`src/rtl/tmds_pkg.sv`:
```
// Shared TMDS lane constants: DVI control tokens and the
// alignment state machine encoding.
package tmds_pkg;

    localparam logic [9:0] TOKEN_C00 = 10'h354;
    localparam logic [9:0] TOKEN_C01 = 10'h0AB;
    localparam logic [9:0] TOKEN_C10 = 10'h154;
    localparam logic [9:0] TOKEN_C11 = 10'h2AB;

    typedef enum logic [1:0] {
        SEARCH,
        VERIFY,
        LOCKED
    } state_e;

endpackage

```
`src/rtl/tmds_channel_decoder_if.sv`:
```
// Serial input and decoded character outputs of one TMDS lane.
// master = stream source / consumer, slave = the decoder.
interface tmds_channel_decoder_if;

    logic       tmds_in;
    logic [7:0] data_out;
    logic       c0;
    logic       c1;
    logic       de_out;
    logic       word_valid;
    logic       locked;

    modport master (
        output tmds_in,
        input  data_out, c0, c1, de_out, word_valid, locked
    );

    modport slave (
        input  tmds_in,
        output data_out, c0, c1, de_out, word_valid, locked
    );

endinterface

```
`src/rtl/tmds_symbol_decode.sv`:
```
// Combinational TMDS character decode: 10-bit symbol to
// control code or 8-bit pixel byte.
module tmds_symbol_decode
    import tmds_pkg::*;
(
    input  logic [9:0] q,
    output logic [7:0] data,
    output logic       c0,
    output logic       c1,
    output logic       is_ctrl
);

    logic [7:0] d;

    always_comb begin
        // q[9] marks an inverted payload, q[8] selects XOR vs XNOR chaining
        d       = q[9] ? ~q[7:0] : q[7:0];
        data    = '0;
        data[0] = d[0];
        for (int i = 1; i < 8; i++) begin
            data[i] = q[8] ? (d[i] ^ d[i-1]) : ~(d[i] ^ d[i-1]);
        end

        is_ctrl  = 1'b1;
        {c1, c0} = 2'b00;
        unique case (q)
            TOKEN_C00: {c1, c0} = 2'b00;
            TOKEN_C01: {c1, c0} = 2'b01;
            TOKEN_C10: {c1, c0} = 2'b10;
            TOKEN_C11: {c1, c0} = 2'b11;
            default:   is_ctrl  = 1'b0;
        endcase
    end

endmodule

```
`src/rtl/tmds_channel_decoder.sv`:
```
// TMDS lane receiver: deserializer, token-based word alignment
// and registered character decode with lock supervision.
module tmds_channel_decoder
    import tmds_pkg::*;
#(
    parameter int LOCK_COUNT       = 4,
    parameter int MAX_ACTIVE_WORDS = 4096
) (
    input  logic                  clk,
    input  logic                  n_rst,
    tmds_channel_decoder_if.slave bus
);

    localparam int MW = $clog2(LOCK_COUNT + 1);
    localparam int AW = $clog2(MAX_ACTIVE_WORDS + 1);
    localparam logic [MW-1:0] LOCK_MAX = MW'(LOCK_COUNT);
    localparam logic [MW-1:0] M_ONE    = MW'(1);
    localparam logic [AW-1:0] ACT_MAX  = AW'(MAX_ACTIVE_WORDS);
    localparam logic [AW-1:0] A_ONE    = AW'(1);

    state_e        state_q, state_d;
    logic [9:0]    sr_q, sr_d;
    logic [3:0]    bit_cnt_q, bit_cnt_d;
    logic [MW-1:0] match_cnt_q, match_cnt_d;
    logic [AW-1:0] active_cnt_q, active_cnt_d;
    logic [7:0]    data_q, data_d;
    logic          c0_q, c0_d;
    logic          c1_q, c1_d;
    logic          de_q, de_d;
    logic          valid_q, valid_d;
    logic          locked_q, locked_d;

    logic [7:0]    sym_data;
    logic          sym_c0;
    logic          sym_c1;
    logic          sym_ctrl;
    logic          boundary;
    logic          verify_done;
    logic          act_full;

    tmds_symbol_decode u_decode (
        .q       (sr_q),
        .data    (sym_data),
        .c0      (sym_c0),
        .c1      (sym_c1),
        .is_ctrl (sym_ctrl)
    );

    assign boundary    = (bit_cnt_q == 4'd9);
    assign verify_done = ((match_cnt_q + M_ONE) == LOCK_MAX);
    assign act_full    = (active_cnt_q == ACT_MAX);

    always_ff @(posedge clk) begin
        if (!n_rst) begin
            state_q      <= SEARCH;
            sr_q         <= '0;
            bit_cnt_q    <= '0;
            match_cnt_q  <= '0;
            active_cnt_q <= '0;
            data_q       <= '0;
            c0_q         <= 1'b0;
            c1_q         <= 1'b0;
            de_q         <= 1'b0;
            valid_q      <= 1'b0;
            locked_q     <= 1'b0;
        end else begin
            state_q      <= state_d;
            sr_q         <= sr_d;
            bit_cnt_q    <= bit_cnt_d;
            match_cnt_q  <= match_cnt_d;
            active_cnt_q <= active_cnt_d;
            data_q       <= data_d;
            c0_q         <= c0_d;
            c1_q         <= c1_d;
            de_q         <= de_d;
            valid_q      <= valid_d;
            locked_q     <= locked_d;
        end
    end

    always_comb begin
        state_d = state_q;
        unique case (state_q)
            SEARCH: begin
                if (sym_ctrl) state_d = VERIFY;
            end
            VERIFY: begin
                if (boundary) begin
                    if (!sym_ctrl)        state_d = SEARCH;
                    else if (verify_done) state_d = LOCKED;
                end
            end
            LOCKED: begin
                if (boundary && !sym_ctrl && act_full) state_d = SEARCH;
            end
            default: state_d = SEARCH;
        endcase
    end

    always_comb begin
        sr_d         = {bus.tmds_in, sr_q[9:1]};
        bit_cnt_d    = boundary ? 4'd0 : bit_cnt_q + 4'd1;
        match_cnt_d  = match_cnt_q;
        active_cnt_d = active_cnt_q;
        data_d       = data_q;
        c0_d         = c0_q;
        c1_d         = c1_q;
        de_d         = de_q;
        valid_d      = 1'b0;
        locked_d     = (state_d == LOCKED);
        unique case (state_q)
            SEARCH: begin
                bit_cnt_d    = '0;
                match_cnt_d  = sym_ctrl ? M_ONE : '0;
                active_cnt_d = '0;
            end
            VERIFY: begin
                if (boundary) begin
                    match_cnt_d = sym_ctrl ? match_cnt_q + M_ONE : '0;
                end
            end
            LOCKED: begin
                if (boundary && sym_ctrl) begin
                    active_cnt_d = '0;
                    de_d         = 1'b0;
                    c0_d         = sym_c0;
                    c1_d         = sym_c1;
                    valid_d      = 1'b1;
                end else if (boundary && act_full) begin
                    // too long without a blanking token: alignment is suspect
                    active_cnt_d = '0;
                    match_cnt_d  = '0;
                    bit_cnt_d    = '0;
                end else if (boundary) begin
                    active_cnt_d = active_cnt_q + A_ONE;
                    de_d         = 1'b1;
                    data_d       = sym_data;
                    valid_d      = 1'b1;
                end
            end
            default: begin
                bit_cnt_d = '0;
            end
        endcase
    end

    assign bus.data_out   = data_q;
    assign bus.c0         = c0_q;
    assign bus.c1         = c1_q;
    assign bus.de_out     = de_q;
    assign bus.word_valid = valid_q;
    assign bus.locked     = locked_q;

endmodule

```
`src/flat_wrapper.sv`:
```
// flat-port wrapper written by rule: the top's interface ports become plain ports
module tmds_channel_decoder_flat import tmds_pkg::*;
#(
    parameter int LOCK_COUNT       = 4,
    parameter int MAX_ACTIVE_WORDS = 4096
)
  (clk, n_rst, bus_tmds_in, bus_data_out, bus_c0, bus_c1, bus_de_out, bus_word_valid, bus_locked);
  tmds_channel_decoder_if bus_i ();
  input  logic clk;
  input  logic n_rst;
  input wire logic [$bits(bus_i.tmds_in)-1:0] bus_tmds_in;
  output wire logic [$bits(bus_i.data_out)-1:0] bus_data_out;
  output wire logic [$bits(bus_i.c0)-1:0] bus_c0;
  output wire logic [$bits(bus_i.c1)-1:0] bus_c1;
  output wire logic [$bits(bus_i.de_out)-1:0] bus_de_out;
  output wire logic [$bits(bus_i.word_valid)-1:0] bus_word_valid;
  output wire logic [$bits(bus_i.locked)-1:0] bus_locked;
  assign bus_i.tmds_in = bus_tmds_in;
  assign bus_data_out = bus_i.data_out;
  assign bus_c0 = bus_i.c0;
  assign bus_c1 = bus_i.c1;
  assign bus_de_out = bus_i.de_out;
  assign bus_word_valid = bus_i.word_valid;
  assign bus_locked = bus_i.locked;
  tmds_channel_decoder #(.LOCK_COUNT(LOCK_COUNT), .MAX_ACTIVE_WORDS(MAX_ACTIVE_WORDS)) u_core (.clk(clk), .n_rst(n_rst), .bus(bus_i));
endmodule
```
`config.mk`:
```
export PLATFORM = sky130hd
export DESIGN_NAME = tmds_channel_decoder_flat
export DESIGN_NICKNAME = d
export VERILOG_FILES = /design/src/rtl/tmds_pkg.sv /design/src/rtl/tmds_channel_decoder_if.sv /design/src/rtl/tmds_symbol_decode.sv /design/src/rtl/tmds_channel_decoder.sv /design/src/flat_wrapper.sv
export SDC_FILE = /design/constraint.sdc
export NUM_CORES = 1
export LEC_CHECK = 0
export CAP_MARGIN = 15
export CORE_UTILIZATION = 45
export DETAILED_ROUTE_END_ITERATION = 12
export PLACE_DENSITY = 0.72
export SKIP_CTS_REPAIR_TIMING = 1
export SYNTH_ARGS = -nofsm -noshare
export SYNTH_HDL_FRONTEND = slang
export SYNTH_HIERARCHICAL = 1
export SYNTH_SLANG_ARGS = --single-unit
```
`constraint.sdc`:
```
create_clock -name clk -period 2.17 [get_ports clk]
set_input_delay 0.5425 -clock clk [delete_from_list [all_inputs] [get_ports clk]]
set_output_delay 0.5425 -clock clk [all_outputs]
set_load 0.02 [all_outputs]
```
* Yosys cells after proc, flatten, opt, wreduce, memory -nomap -nowiden
Index checks and enable logic that the tools add are counted.
Widths: inputs -> output; s select.
** Storage, ports and cells
- Bits in registers :: 45
- Bits of input ports :: 3
- Output and inout port bits :: 13
- Logic and storage cells :: 101
** Cells by class
- $add $sub $neg :: 3
- Equality and inequality tests :: 15
- Multiplexer cells :: 37
- Bitwise operators :: 17
- Reduce and logical (&&, ||, !) cells :: 18
** Operators with widths (count)
- $mux 13 :: 3
- $pmux 13 s2 :: 1
- $eq 10x10->1 const B :: 2
- $mux 1 :: 17
- $add 13x1->13 const B :: 1
- $eq 13x13->1 const B :: 1
- $mux 3 :: 4
- $mux 4 :: 3
- $eq 10x8->1 const B :: 1
- $eq 10x9->1 const B :: 1
- $mux 2 :: 5
- $not 1->1 :: 9
- $pmux 3 s3 :: 1
- $mux 8 :: 1
- $not 8->8 :: 1
- $pmux 4 s2 :: 1
- $reduce_and 4->1 :: 2
- $xor 1x1->1 :: 7
- $ne 2x1->1 const B :: 3
- $pmux 2 s3 :: 1
- $reduce_and 2->1 :: 3
- $add 4x1->4 const B :: 1
- $eq 2x2->1 const B :: 2
- $eq 4x4->1 const B :: 1
- other kinds (13) :: 18

* Longest topological paths before layout
Gate-level depths: netlist of the first run.
- Word-level depth :: 9
- Depth in mapped cells :: 10
- Gate-level depth less buffers :: 7

* Cells and area by module
The synthesis of the first run kept the hierarchy.
** By module, submodules not included
- tmds_channel_decoder :: instances 1, cells an instance 227, area each 2125.8 um^2, seq. area each 900.9 um^2
- tmds_symbol_decode :: instances 1, cells an instance 26, area each 220.2 um^2, seq. area each 0.0 um^2

* Worst setup path before layout of the first run
Ideal clock, no wire load.
- Path type :: reg-to-reg
- From :: register u_core.sr_q[4]
- To :: register u_core.locked_q (netlist: u_core/bus.locked)
- Library setup time :: 103 ps
- Arrival time :: 2039 ps
- Required time :: 2067 ps
- Slack :: 28 ps
- Stages on the path, launching flop included :: 9
- Buffers on the path :: 1
- Cell sequence :: dfxtp_1 -> and4bb_2 -> nand4_1 -> o31ai_2 -> buf_2 -> and4bb_1 -> nand4_2 -> a221o_1 -> a2111oi_2
** On the way
- Longest elaborated chain between the ends :: 9
- Elaborated cells between the ends (all ways) :: 15
- Those cells by class :: eq/ne (5); mux (6); reduce/logical (4)
** Ends and longest elaborated chain
- start, declared :: line tmds_channel_decoder.sv:22 : logic [9:0] sr_q, sr_d;
- start signal, assigned :: line tmds_channel_decoder.sv:68 : sr_q <= sr_d;
- $eq 10x10->1 (tied with other cells) :: line tmds_symbol_decode.sv:26 : unique case (q)
- $reduce_or 4->1 (no line) *
- $mux 1 * :: line tmds_symbol_decode.sv:26
- net u_core.sym_ctrl :: line tmds_channel_decoder.sv:36 : logic sym_ctrl;
- $logic_not 1->1
- $logic_and 1x1->1 (2 in series) :: line tmds_channel_decoder.sv:94 : if (boundary && !sym_ctrl && act_full) state_d = SEARCH;
- $mux 2 :: line tmds_channel_decoder.sv:94
- $pmux 2 s3 * :: line tmds_channel_decoder.sv:83 : unique case (state_q)
- $eq 2x2->1 * :: line tmds_channel_decoder.sv:110 : locked_d = (state_d == LOCKED);
- end signal, assigned :: line tmds_channel_decoder.sv:77 : locked_q <= locked_d;
- end, declared :: line tmds_channel_decoder.sv:31 : logic locked_q, locked_d;
Mark *: on every way through the listed nets, which the timed path passes. The rest lies on a longest branch.
A chain may end at the register's enable or synchronous reset.

* Worst setup path after layout of the first run
- From :: register u_core.sr_q[7]
- To :: register u_core.locked_q (netlist: u_core/bus.locked)
Same word-level chain as after synthesis.

==> flow_summary.yaml, run 1 <==
outcome:
  status: "finished, final reports clean"
critical_path:
  crit_slowest_cell: "a221o_1"
  crit_fanout: 5
  timing.critical_path.buf_inv: 0
  regToRegStartpoint: "u_core/sr_q[7]"
  worstPathArrival_ns: 2.26
  r2r_setup_slack_ns: 0.1
  endpoint_kind: "flop"
  critPathKind: "reg2reg"
  reg2reg_depth: 7
  critPathTopFamily: "simple AND/OR/NAND/NOR gates"
  start_kind: "flop"
  critPathLaunch: "u_core/sr_q[7]"
  path_cells: "and4bb_2 -> nand4_1 -> o31ai_4 -> and4bb_1 -> nand4_2 -> a221o_1 -> a2111oi_2"
  r2r_end: "u_core/bus.locked"
  slowest_delay_ns: 0.38
  worstPathRequired_ns: 2.36
worst_hold_path:
  whs_path_depth: 1
  holdCritPathClass: "reg2reg"
  worstHoldStart: "u_core/bit_cnt_q[0]"
  min_delay_worst_endpoint: "u_core/bit_cnt_q[0]"
synthesis:
  syn_area_per_cell_um2: 9.27
  syn_area_um2: 2350
  synth_nets: 266
  ys_seq_area_frac: 0.384
  synth_warnings: 6
  synth_edf_count: 0
  yosys.cell_types.count: 56
  syn_inst: 253
  ys_ff_latch: 45
  synth-main-ff-cell: "dfxtp_1"
  async_flop_share: 0
sta:
  setup_viol: 0
  hold_violations: 0
  tns_ns: 0
  period_needed_ns: 2.07
  max_freq_mhz: 483
  worstMarginPinSlew_ns: 0.833
  finalMaxSlewViolations: 0
  relSlewSlack: 0.444
  timing.final.crit_share: 0.955
  final.setup_skew_ns: 0.00870
  rsz0062_at_grt: "yes"
cts:
  clock-sinks: 45
  clk_latency_ns: 0.30
  cts-htree-levels: 2
  cts-root-buf: "clkbuf_8"
  clk_path_buf_depth: 2
  cts_tree: "done"
  clk_pin_slew_ns: 0.08
  cts-buffers-inserted: 5
layout:
  fillers: 465
  finish.utilization: 0.567
  final_cell_mix: "dfxtp_1, nand3_1, buf_4, nand2_1"
  regArea_um2: 905
  drive_gt1_frac: 0.153
  layout.cells.most_common: "dfxtp_1"
  antennaDiodeCount: 0
  area_delta_synth_final_pct: 18.0
  multiInputGateArea_um2: 1350
  fin_nets: 293
die:
  die_x_um: 74.2
  core_um2: 4880
  die_area_um2: 5510
  std_cell_rows: 25
  start_util: 0.481
  die_h_um: 74.2
  boundaryPins: 16
routing:
  wl_um: 4850
  wire_per_inst_um: 13.9
  drtPass1Iterations: 4
  drc: 0
  vias_per_cell: 5.48
  vias: 1907
  drtAntennaViolNets: 0
  drt_iter0_markers: 127
global_route:
  grt_first_pass_wirelength_um: 8140
  track_usage: 0.192
  grt_pass1_vias: 1756
  grt_max_degree: 25
  antenna_found_initial: 0
  grt-ovfl-total: 0
placed_design:
  gp_congestion: 0.863
  dp_hpwl_um: 3430
  portBuffers: 15
power:
  peakVddDrop_v: 0.000508
  power_density_nw_per_um2: 540
  leakage_uw: 0.000989
run:
  drv_cap: 0
-- final cells by class --
type / count / area share
multi-input combinational: 186 / 0.489
sequential: 45 / 0.327
timing repair buffer: 32 / 0.100
tap: 67 / 0.0303
clock buffer: 6 / 0.0262
clock inverter: 2 / 0.0140
inverter: 10 / 0.0136
-- cell usage after synthesis (2+ instances only) --
cell type / count / area share
inv_1: 10 / 0.016
a31oi_1: 3 / 0.0080
nand4b_1: 3 / 0.011
and2_1: 11 / 0.029
o21ai_0: 12 / 0.026
a211oi_1: 3 / 0.0096
nand3_1: 20 / 0.043
nor3b_1: 2 / 0.0064
nand2b_1: 2 / 0.0053
o2111ai_1: 4 / 0.015
or3_1: 4 / 0.011
clkbuf_1: 4 / 0.0064
ha_1: 10 / 0.053
nand2_1: 16 / 0.026
nand4_1: 2 / 0.0053
nor4b_4: 2 / 0.020
nor3_1: 5 / 0.011
nor4b_1: 2 / 0.0075
and3_1: 5 / 0.013
dfxtp_1: 45 / 0.38
and4bb_1: 2 / 0.011
buf_2: 4 / 0.0085
mux2i_1: 2 / 0.0085
a21oi_1: 15 / 0.032
xnor2_1: 8 / 0.030
nor2_1: 10 / 0.016
nand3b_1: 5 / 0.016
o211ai_1: 2 / 0.0064
buf_6: 2 / 0.0096
xor2_1: 11 / 0.041
or4_1: 2 / 0.0064
-- stage by stage --
stage          hold slack, ns  setup WS, ns  std cells  area, µm²  total power (µW)
2_1_floorplan           0.433        0.0279        253       2350               875
3_3_place_gp            0.450        0.0646        334       2590               888
3_5_place_dp            0.457       -0.0412        334       2590               888
4_1_cts                 0.475       -0.0622        342       2700              1520
5_1_grt                 0.489       -0.0354        348       2770              1560
6_report                0.470        0.0980        348       2770              1490
-- sequential cells by signal, indices dropped and copies added, names as in the netlist --
| name | cells |
|---|---|
| u_core/sr_q | 10 |
| u_core/active_cnt_q | 13 |
| u_core/bus.c1 | 1 |
| u_core/bus.c0 | 1 |
| u_core/match_cnt_q | 3 |
| u_core/bus.data_out | 8 |
| u_core/bus.locked | 1 |
| u_core/bit_cnt_q | 4 |
| u_core/state_q | 2 |
| u_core/bus.word_valid | 1 |
| u_core/bus.de_out | 1 |
-- logic make-up after synthesis --
group,after synthesis,share of synthesized area
buf+inv,22,0.0475
flops,45,0.384
compound gates,53,0.156
simple gates,102,0.280
fa+ha+maj,10,0.0533
mux,2,0.00853
xor+xnor,19,0.0709
-- per-layer routing --
| metal | wire length, µm | vias to the layer above | GRT usage |
|---|---|---|---|
| met5 | 0 | - | 0 |
| met3 | 109 | 9 | 0.0393 |
| met2 | 2310 | 21 | 0.308 |
| li1 | - | 971 | - |
| met4 | 70 | 0 | 0.0684 |
| met1 | 2360 | 906 | 0.257 |
-- worst max-delay path by stage --
stage	to	depth (start not counted)
final	u_core/bus.locked	7
after global routing	u_core/bus.locked	7
after CTS	u_core/active_cnt_q[5]	6
after detailed placement	u_core/active_cnt_q[5]	6
after global placement	u_core/active_cnt_q[6]	6
after floorplan	u_core/bus.locked	8
-- where the power goes --
group          total (µW)  internal [µW]  switching [µW]
Combinational        37.8           15.5            22.3
Sequential            831            828            3.35
Clock                 625            346             280
Total                1490           1190             306
-- worst register-to-register path, stage by stage (launching register included) --
cell and delay, ns:
dfxtp_2 0.35, and4bb_2 0.22, nand4_1 0.18, o31ai_4 0.12
and4bb_1 0.32, nand4_2 0.12, a221o_1 0.38, a2111oi_2 0.30
Power figures use the tool's default switching activity.
==> run 2: changes to the inputs <==
- CORE_ASPECT_RATIO: unset -> 0.5
==> run 2 against run 1 <==
Wire length is 1.2% lower. Clock skew is 0.0031 ns lower. Register-to-register slack worse by 0.06 ns. Largest cell class unchanged.
==> flow_summary.yaml, run 2 (synthesis gave the netlist of run 1 again) <==
sta:
  final.setup_skew_ns: 0.00564
  hold_violations: 0
  finalMaxSlewViolations: 0
  max_freq_mhz: 468
  relSlewSlack: 0.444
  setup_viol: 0
  period_needed_ns: 2.14
  timing.final.crit_share: 0.985
  tns_ns: 0
  rsz0062_at_grt: "yes"
  hold_ws_ns: 0.462
  worstMarginPinSlew_ns: 0.833
layout:
  area_delta_synth_final_pct: 16.5
  fin_nets: 290
  largest_register_ffs: 13
  fin_cells: 348
  largest-register: "u_core/active_cnt_q"
  multiInputGateArea_um2: 1360
  drive_gt1_frac: 0.137
  fillers: 463
  fin_area_um2: 2730
  antennaDiodeCount: 0
  regArea_um2: 907
  layout.cells.most_common: "dfxtp_1"
  final_cell_mix: "dfxtp_1, nand3_1, nand2_1, clkdlybuf4s50_1, a21oi_1"
routing:
  vias: 1930
  drc: 0
  drtAntennaViolNets: 0
  vias_per_cell: 5.55
  wl_um: 4790
  drt_iter0_markers: 86
  route.met2.wl_um: 2210
  drtPass1Iterations: 4
  wire_per_inst_um: 13.8
  met1_length_um: 2350
  highest_layer: "met4"
  dr_wl_met3_um: 201
global_route:
  grt-ovfl-total: 0
  track_usage: 0.191
  grt_first_pass_wirelength_um: 8220
  grt_pass1_vias: 1737
  grt_max_degree: 25
  antenna_found_initial: 0
critical_path:
  reg2reg_depth: 7
  worstPathRequired_ns: 2.37
  start_kind: "flop"
  slowest_delay_ns: 0.41
  crit_slowest_cell: "a221o_1"
  endpoint_kind: "flop"
  critPathKind: "reg2reg"
  crit_fanout: 5
  cpMostUsedCell: "and4bb_2"
  path_cells: "and4bb_2 -> nand4_1 -> o31ai_4 -> and4bb_2 -> nand4_4 -> a221o_1 -> a2111oi_4"
  worstPathArrival_ns: 2.33
worst_hold_path:
  whs_path_depth: 2
  holdCritPathClass: "reg2reg"
cts:
  clk_path_buf_depth: 2
  cts-buffers-inserted: 5
  cts-root-buf: "clkbuf_8"
  clk_latency_ns: 0.29
  cts-htree-levels: 2
  cts_tree: "done"
  clk_pin_slew_ns: 0.08
  clock-sinks: 45
power:
  leakage_uw: 0.000968
  p_total_uw: 1360
  peakVddDrop_v: 0.000317
  power_density_nw_per_um2: 497
placed_design:
  dpl-instance-area_um2: 2610
  gp_congestion: 0.810
  dp_hpwl_um: 3490
  portBuffers: 15
  place_inst: 339
outcome:
  status: "finished, final reports clean"
die:
  boundaryPins: 16
  core_um2: 4980
  die_area_um2: 5520
  die_h_um: 53.1
  die_x_um: 104
  start_util: 0.471
  std_cell_rows: 18
run:
  drv_cap: 0
run 2: worst paths after layout:
path,slack (ns),from,end
hold reg to reg,0.46,u_core/bus.c1,u_core/bus.c1
hold / removal,0.46,u_core/bus.c1,u_core/bus.c1
setup / recovery,0.03,u_core/sr_q[7],u_core/bus.locked
setup reg to reg,0.03,u_core/sr_q[7],u_core/bus.locked
run 2: final cells by class:
class                           instances  share of cell area
Timing Repair Buffer                   29              0.0934
Clock buffer                            6              0.0265
Clock inverter                          2             0.00366
Inverter                               10              0.0137
Sequential cell                        45               0.332
Tap cell                               70              0.0320
Multi-Input combinational cell        186               0.499
run 2: metrics by stage:
step	setup WS (ns)	util
2_1_floorplan	0.0279	-
3_3_place_gp	0.140	0.524
3_5_place_dp	0.0356	0.524
4_1_cts	0.0149	0.540
5_1_grt	-0.0621	0.549
6_report	0.0333	0.549
run 2: power by group:
group	total, µW	leakage, µW	internal (µW)	switching [µW]
sequential	830	0.000365	827	3.46
combinational	36.1	0.000559	14.5	21.6
clock	492	0.0000450	223	269
total	1360	0.000968	1060	294
run 2: worst max-delay path, delay by kind of cell, from the launching register on:
family	cells	cell delay [ns]
AO/OA/AOI/OAI	3	0.82
flip-flops	1	0.34
AND/OR/NAND/NOR	4	0.88
run 2: metal layers:
metal	GRT usage	vias to the layer above
li1	-	967
met1	0.249	923
met2	0.326	36
met3	0.0406	4
met4	0.0500	0
met5	0	-
